<file path="src/rtl/main_fsm.sv">
// Multicycle RISC-V control FSM: Moore-decoded datapath controls, registered one
// cycle ahead from the next state, plus retired-instruction counter and illegal-opcode pulse.
module main_fsm (
  input  logic        clk,
  input  logic        reset,
  input  logic [6:0]  op,
  input  logic [2:0]  funct3,
  output logic [1:0]  ALUOp,
  output logic [1:0]  ALUSrcA,
  output logic [1:0]  ALUSrcB,
  output logic [1:0]  ResultSrc,
  output logic        AdrSrc,
  output logic        IRWrite,
  output logic        PCUpdate,
  output logic        RegWrite,
  output logic        MemWrite,
  output logic        Branch,
  output logic        BranchType,
  output logic [3:0]  state_o,
  output logic [31:0] instret,
  output logic        illegal
);

  typedef enum logic [3:0] {
    S_FETCH    = 4'd0,
    S_DECODE   = 4'd1,
    S_MEMADR   = 4'd2,
    S_MEMREAD  = 4'd3,
    S_MEMWB    = 4'd4,
    S_MEMWRITE = 4'd5,
    S_EXECUTER = 4'd6,
    S_ALUWB    = 4'd7,
    S_EXECUTEI = 4'd8,
    S_JAL      = 4'd9,
    S_BRANCH   = 4'd10
  } state_t;

  typedef struct packed {
    logic [1:0] alu_op;
    logic [1:0] alu_src_a;
    logic [1:0] alu_src_b;
    logic [1:0] result_src;
    logic       adr_src;
    logic       ir_write;
    logic       pc_update;
    logic       reg_write;
    logic       mem_write;
    logic       branch;
    logic       branch_type;
  } ctrl_t;

  localparam logic [6:0] OP_LOAD   = 7'b0000011;
  localparam logic [6:0] OP_STORE  = 7'b0100011;
  localparam logic [6:0] OP_RTYPE  = 7'b0110011;
  localparam logic [6:0] OP_ITYPE  = 7'b0010011;
  localparam logic [6:0] OP_JAL    = 7'b1101111;
  localparam logic [6:0] OP_BRANCH = 7'b1100011;

  localparam logic [2:0] F3_BEQ = 3'b000;
  localparam logic [2:0] F3_BLT = 3'b100;

  function automatic logic is_legal(input logic [6:0] opc);
    case (opc)
      OP_LOAD, OP_STORE, OP_RTYPE, OP_ITYPE, OP_JAL, OP_BRANCH: is_legal = 1'b1;
      default:                                                  is_legal = 1'b0;
    endcase
  endfunction

  function automatic state_t next_state(input state_t s, input logic [6:0] opc);
    next_state = S_FETCH;
    case (s)
      S_FETCH: next_state = S_DECODE;
      S_DECODE: begin
        case (opc)
          OP_LOAD, OP_STORE: next_state = S_MEMADR;
          OP_RTYPE:          next_state = S_EXECUTER;
          OP_ITYPE:          next_state = S_EXECUTEI;
          OP_JAL:            next_state = S_JAL;
          OP_BRANCH:         next_state = S_BRANCH;
          default:           next_state = S_FETCH;
        endcase
      end
      S_MEMADR:   next_state = (opc == OP_LOAD) ? S_MEMREAD : S_MEMWRITE;
      S_MEMREAD:  next_state = S_MEMWB;
      S_EXECUTER: next_state = S_ALUWB;
      S_EXECUTEI: next_state = S_ALUWB;
      S_JAL:      next_state = S_ALUWB;
      default:    next_state = S_FETCH;
    endcase
  endfunction

  // An instruction retires on the edge that leaves one of its final states.
  function automatic logic retires(input state_t s);
    case (s)
      S_MEMWB, S_MEMWRITE, S_ALUWB, S_BRANCH: retires = 1'b1;
      default:                                retires = 1'b0;
    endcase
  endfunction

  function automatic ctrl_t decode_ctrl(input state_t s, input logic [2:0] f3);
    ctrl_t c;
    c = '0;
    case (s)
      S_FETCH: begin
        c.ir_write   = 1'b1;
        c.alu_src_b  = 2'b10;
        c.result_src = 2'b10;
        c.pc_update  = 1'b1;
      end
      S_DECODE: begin
        c.alu_src_a = 2'b01;
        c.alu_src_b = 2'b01;
      end
      S_MEMADR: begin
        c.alu_src_a = 2'b10;
        c.alu_src_b = 2'b01;
      end
      S_MEMREAD: c.adr_src = 1'b1;
      S_MEMWB: begin
        c.result_src = 2'b01;
        c.reg_write  = 1'b1;
      end
      S_MEMWRITE: begin
        c.adr_src   = 1'b1;
        c.mem_write = 1'b1;
      end
      S_EXECUTER: begin
        c.alu_src_a = 2'b10;
        c.alu_op    = 2'b10;
      end
      S_EXECUTEI: begin
        c.alu_src_a = 2'b10;
        c.alu_src_b = 2'b01;
        c.alu_op    = 2'b10;
      end
      S_ALUWB: c.reg_write = 1'b1;
      S_JAL: begin
        c.alu_src_a = 2'b01;
        c.alu_src_b = 2'b10;
        c.pc_update = 1'b1;
      end
      S_BRANCH: begin
        c.alu_src_a = 2'b10;
        case (f3)
          F3_BEQ: begin
            c.alu_op = 2'b01;
            c.branch = 1'b1;
          end
          F3_BLT: begin
            c.alu_op      = 2'b10;
            c.branch      = 1'b1;
            c.branch_type = 1'b1;
          end
          default: c.branch = 1'b0;
        endcase
      end
      default: c = '0;
    endcase
    decode_ctrl = c;
  endfunction

  state_t      state_q, state_d;
  ctrl_t       ctrl_q, ctrl_d;
  logic [31:0] instret_q, instret_d;
  logic        illegal_q, illegal_d;

  // Controls are decoded from the next state so the registered copy lines up with
  // state_q; funct3 is stable in the instruction register for the whole instruction.
  always_comb begin
    state_d   = next_state(state_q, op);
    ctrl_d    = decode_ctrl(state_d, funct3);
    illegal_d = (state_q == S_DECODE) && !is_legal(op);
    instret_d = retires(state_q) ? instret_q + 32'd1 : instret_q;
  end

  always_ff @(posedge clk) begin
    if (reset) begin
      state_q   <= S_FETCH;
      ctrl_q    <= decode_ctrl(S_FETCH, 3'b000);
      instret_q <= 32'd0;
      illegal_q <= 1'b0;
    end else begin
      state_q   <= state_d;
      ctrl_q    <= ctrl_d;
      instret_q <= instret_d;
      illegal_q <= illegal_d;
    end
  end

  assign ALUOp      = ctrl_q.alu_op;
  assign ALUSrcA    = ctrl_q.alu_src_a;
  assign ALUSrcB    = ctrl_q.alu_src_b;
  assign ResultSrc  = ctrl_q.result_src;
  assign AdrSrc     = ctrl_q.adr_src;
  assign IRWrite    = ctrl_q.ir_write;
  assign PCUpdate   = ctrl_q.pc_update;
  assign RegWrite   = ctrl_q.reg_write;
  assign MemWrite   = ctrl_q.mem_write;
  assign Branch     = ctrl_q.branch;
  assign BranchType = ctrl_q.branch_type;
  assign state_o    = state_q;
  assign instret    = instret_q;
  assign illegal    = illegal_q;

endmodule

</file>
<file path="config.mk">
export PLATFORM = sky130hd
export DESIGN_NAME = main_fsm
export DESIGN_NICKNAME = d
export VERILOG_FILES = /design/src/rtl/main_fsm.sv
export SDC_FILE = /design/constraint.sdc
export NUM_CORES = 1
export LEC_CHECK = 0
export ABC_AREA = 1
export ABC_CLOCK_PERIOD_IN_PS = 1600
export CORE_MARGIN = 2
export CORE_UTILIZATION = 50
export DETAILED_ROUTE_END_ITERATION = 10
export GPL_ROUTABILITY_DRIVEN = 0
export HOLD_SLACK_MARGIN = 0.06
export PLACE_DENSITY = 0.79
export SLEW_MARGIN = 20
export SYNTH_ARGS = -nofsm -noshare
export SYNTH_HDL_FRONTEND = slang
export SYNTH_SLANG_ARGS = --single-unit
</file>
<file path="constraint.sdc">
create_clock -name clk -period 1.6 [get_ports clk]
set_input_delay 0.16 -clock clk [delete_from_list [all_inputs] [get_ports clk]]
set_output_delay 0.16 -clock clk [all_outputs]
set_load 0.01 [all_outputs]
</file>
=== After elaboration in Yosys (flattened, before gate mapping) ===
Index checks and enable logic that the tools add are counted.

* $lt $le $gt $ge: 0
* Shift-type cells: 0
* Add/subtract/negate cells: 1
* Multiply operators: 0
* Eq/ne operators: 27
* Divide/modulo/power cells: 0
* Bitwise gates (word level): 1
* Reduce and logical (&&, ||, !) cells: 18
* Mux-type cells: 17

{| class="wikitable"
|+ Operators with widths
! kind !! count
|-
| 4-bit case mux with 5 select lines || 2
|-
| 32-bit by 1-bit adder with 32-bit output (second input constant) || 1
|-
| 4-bit by 3-bit equality test with 1-bit output (second input constant) || 8
|-
| 4-bit equality test (second input constant) || 6
|-
| 2-bit case mux with 2 select lines || 5
|-
| 4-bit by 2-bit equality test with 1-bit output (second input constant) || 4
|-
| 2-bit OR reduction || 8
|-
| 7-bit by 6-bit equality test with 1-bit output (second input constant) || 2
|-
| 7-bit equality test (second input constant) || 2
|-
| 1-bit two-way mux || 9
|-
| 4-bit by 1-bit equality test with 1-bit output (second input constant) || 2
|-
| 4-bit logical NOT || 2
|-
| 4-bit OR reduction || 2
|-
| 7-bit by 2-bit equality test with 1-bit output (second input constant) || 1
|-
| 7-bit by 5-bit equality test with 1-bit output (second input constant) || 1
|-
| 3-bit OR reduction || 2
|-
| 6-bit OR reduction || 1
|-
| 3-bit equality test (second input constant) || 1
|-
| 3-bit logical NOT || 1
|-
| 3-bit two-way mux || 1
|-
| 1-bit logical AND || 1
|-
| 1-bit logical NOT || 1
|-
| 1-bit NOT || 1
|}

* Input bits: 12
* Memories: 0
* Latch bits: 0
* Output and inout bits: 52
* Word-level logic and storage cells: 78
* RAM bits: 0
* Bits in read-only memories: 0
* Bits in registers: 52

=== Longest topological paths before layout ===
* Word-level depth: 7
* Gate-level depth with buffers: 10
* Mapped depth without buffers: 10

=== Worst setup path before layout ===
Ideal clock, no wire load.

* Kind: flip-flop to flip-flop
* From: register instret_q[1] (netlist: instret[1])
* To: register instret_q[16] (netlist: instret[16])
* Period minus slack after synthesis: 1462 ps
* Path buffers: 0
* Arrival time: 1392 ps
* Setup time: 70 ps
* Required time: 1530 ps
* Cell stages (with the launch flop): 9
* Slack: 138 ps
* Cell sequence: dfxtp_1 ha_1 inv_1 nor2_4 nand2_1 nor2_1 xor2_1 nand2_1 a21oi_1

* Word-level cells in the longest chain between the ends: 1

{| class="wikitable"
|+ RTL lines
! element !! line !! source
|-
| start, declared || 164 || <nowiki>logic [31:0] instret_q, instret_d;</nowiki>
|-
| start signal, assigned || 185 || <nowiki>instret_q <= instret_d;</nowiki>
|-
| 32-bit by 1-bit adder with 32-bit output || 173 || <nowiki>instret_d = retires(state_q) ? instret_q + 32'd1 : instret_q;</nowiki>
|}

No other way between the ends.
A chain may end at the register's enable or synchronous reset.

=== Final worst setup path ===
* From: register instret_q[18] (netlist: instret[18])
* To: output instret[18]

{| class="wikitable"
|+ RTL lines
! element !! line !! source
|-
| end, declared || 20 || <nowiki>output logic [31:0] instret,</nowiki>
|}

No word-level cell between the ends.

==> summary.log <==
[synthesis] FF+latch count, synth 51
[synthesis] fraction of the yosys area taken by sequential cells 36.0%
[pwr] final total power 0.00238 W
[synthesis] post-synthesis instance total 448
[synthesis] Synth Net Count 461
[critical_path] Cell Chain, Critical Path buf_4, clkdlybuf4s50_1
[clock_network] TritonCTS buffer count 5
[floorplanning] floorplan row count 27
[clock_network] latest clock arrival within the worst-skew pair 0.31 ns
[job] max-cap check violation count 0
[routing] final antenna-violating net count 0
[clock_network] root buffer cell clkbuf_8
[placed_design] Post-DP Area 0.00361 sq mm
[critical_path] worst endpoint required time 1.44 ns
[timing] final worst setup slack 0.0658 ns
[floorplanning] I/O pin cnt 64
[critical_path] cell with the biggest individual delay on the critical path clkdlybuf4s50_1
[cells_and_area] most used cells in the layout excluding fill and tap cells nand2_1 (164), nor2_1 (63), clkdlybuf4s50_1 (63)
[routing] Via Count 3010
[timing] clock tree skew after final layout 0.00747 ns
[pwr] PD cells 633 mW/mm^2
[synthesis] post-synth cell types 28
[critical_path] cell family with the largest share of critical-path delay buffers and inverters
[routing] initial drt markers 192
[synthesis] area of the mapped netlist 0.00284 sq mm
[global_routing] sum of overflow across all layers after global routing 0
[critical_path] maximum net fanout on the critical path 4
[timing] fin crit period 1.53 ns
[critical_path] data arrival at the endpoint of the critical path 1.37 ns
[critical_path] launch point of the critical path instret[18]
[timing] Setup-failing EPs final 0
[routing] DR DRC count 0
[synthesis] mean post-synth cell area 6.33 sq um
[routing] Detailed Routing Iterations Pass 1 5
[timing] Worst Tran Pin Value 0.284 ns
[global_routing] number of global-route vias before repair 2705
[global_routing] maximum number of pins on one net before global-route repair 28
[timing] Max Transition Viols Final 0
[critical_path] Critical Path End Type output port
[clock_network] # clock sinks 51
[synthesis] Synthesis Warnings 0
[timing] final worst path period share 95.9%
[timing] Hold Fails Final Rpt 0
[pwr] cell leakage power 1.46 nW
[cells_and_area] commonest non-fill, non-tap cell in the layout nand2_1
[placed_design] number of buffer cells added on primary ports 63
[clock_network] number of H-tree levels 2
[global_routing] number of antenna violations at the first check in global routing 0
[clock_network] number of setup buffers added after CTS 0
[floorplanning] Die Height 79.3 um
[placed_design] placed wire-length estimate 5.58 mm
[floorplanning] die outline area 0.00629 sq mm
[hold_path] hold path startpoint funct3[2]
[cells_and_area] total area of multi-input combinational cells 0.00164 sq mm
[cells_and_area] area added between synthesis and finish 32.7%
[synthesis] top area cells in the synthesized netlist dfxtp_1 (36%), nand2_1 (22%), nor2_1 (9.0%)
[clock_network] clk buf depth 2
[cells_and_area] register area 0.00102 sq mm
[critical_path] number of buffer and inverter instances along the worst setup path 2
[routing] Detailed Route WL 7.40 mm
[floorplanning] initial core utilization 51.5%
[global_routing] overall global routing resource usage 23.9%
[cells_and_area] diode insertion count for antenna repair 0
[critical_path] CP peak stage delay 0.56 ns
[clock_network] TritonCTS clock tree yes
[routing] Vias/cell 5.06
[floorplanning] chip width 79.3 um
[timing] relative slew slack 81.1%
[routing] average wire length per cell after detail routing 12.4 um
[placed_design] minimum setup slack after placement -0.116 ns
[critical_path] Critical R2R Launch instret[9]
[cells_and_area] fill cell count 480
[timing] Max Clk Rate 652 MHz
[pwr] worst voltage drop across the vdd grid 0.528 mV
[status] status completed
[critical_path] startpoint types flop
[global_routing] global-route wire length before repair 12.1 mm
[hold_path] worst hold path class input port to flop
[floorplanning] core outline area 0.00551 sq mm
[cells_and_area] final layout net count 535
[synthesis] most area-hungry cell type in the Yosys netlist dfxtp_1
[synthesis] share of Yosys cell area claimed by the top area cell type 36.0%
[cells_and_area] share of cells above drive strength 1 10.9%
[critical_path] critical path type flop to output port
[clock_network] clock edge transition at the registers on the reported setup and hold paths 0.10 ns
[cells_and_area] Design Area, Final 0.00376 sq mm
[timing] Sum Neg Setup Slack 0 ns
## layout make-up
cell class              count  share of cell area [%]
well taps                  72                    2.39
clock inverters             2                   0.931
clock buffers               6                    2.19
inverters                  40                    4.06
multi-input cells         347                    43.6
repair buffers             77                    19.6
flip-flops and latches     51                    27.2
## routing by layer
layer  wire, um  global-route usage [%]  part of all wire (%)  vias to the layer above
li1           -                       -                     -                     1552
met1       3210                    29.7                    43                     1328
met2       3460                    40.5                    47                      113
met3        585                    6.14                   7.9                       17
met4        149                    7.41                   2.0                        0
met5          0                       0                     0                        -
## path summary, 6_finish.rpt
check                              endpoint  slack [ns]  cells past startpoint
worst max-delay path            instret[18]        0.07                      2
worst min-delay path               ALUOp[0]        0.41                      2
worst max register to register  instret[15]        0.08                      7
worst min register to register   instret[1]        0.50                      2
## cell families after synthesis
kind of cell	Yosys count	synth area share, %
simple gates	295	46.0
flops	51	36.0
buf+inv	50	6.97
compound gates	42	7.77
xor+xnor	9	2.78
fa+ha+maj	1	0.441
## flip-flops by register name (all words and copies together) (netlist names)
register / count
BranchType: 1
MemWrite: 1
ResultSrc: 2
RegWrite: 1
ALUSrcB: 2
Branch: 1
ALUOp: 2
instret: 32
PCUpdate: 1
illegal: 1
state_o: 4
ALUSrcA: 2
AdrSrc: 1
## cell usage after synthesis
cell type,number
nand2_1,165
nor2_1,68
dfxtp_1,51
inv_1,36
a21oi_1,30
nand3_1,20
nand3b_1,14
xor2_1,8
o21ai_0,7
nor2_2,6
buf_2,5
nand2_2,5
nor2_4,5
clkbuf_1,4
inv_2,4
nand3_2,3
nand4_1,3
nor3_1,2
nor4_1,2
o21a_1,2
a21oi_2,1
a31oi_1,1
buf_4,1
ha_1,1
nand2_4,1
nand3_4,1
o21ai_1,1
xnor2_1,1
## where the power goes
| group | leakage, nW | total [W] | switching, W | internal, W |
|---|---|---|---|---|
| clock | 0.0612 | 0.000933 | 0.000427 | 0.000506 |
| combinational | 0.988 | 0.000157 | 0.0000799 | 0.0000775 |
| sequential | 0.414 | 0.00129 | 0.00000823 | 0.00128 |
| total | 1.46 | 0.00238 | 0.000515 | 0.00187 |
## repair_timing
| item | in CTS | in global routing |
|---|---|---|
| hold endpoints to repair | 0 | 0 |
| endpoints found under the setup margin | 0 | 13 |
| gates resized for setup | 0 | 13 |
| hold buffers | 0 | 0 |
## per-stage QoR
step	utilization (%)	hold slack [ns]	std cells
3_5_place_dp	65.6	0.492	587
4_1_cts	67.8	0.410	595
3_3_place_gp	65.6	0.482	587
6_report	68.3	0.411	595
5_1_grt	68.3	0.428	595
2_1_floorplan	-	0.232	448
No activity file was read; power rests on OpenSTA's default activity.
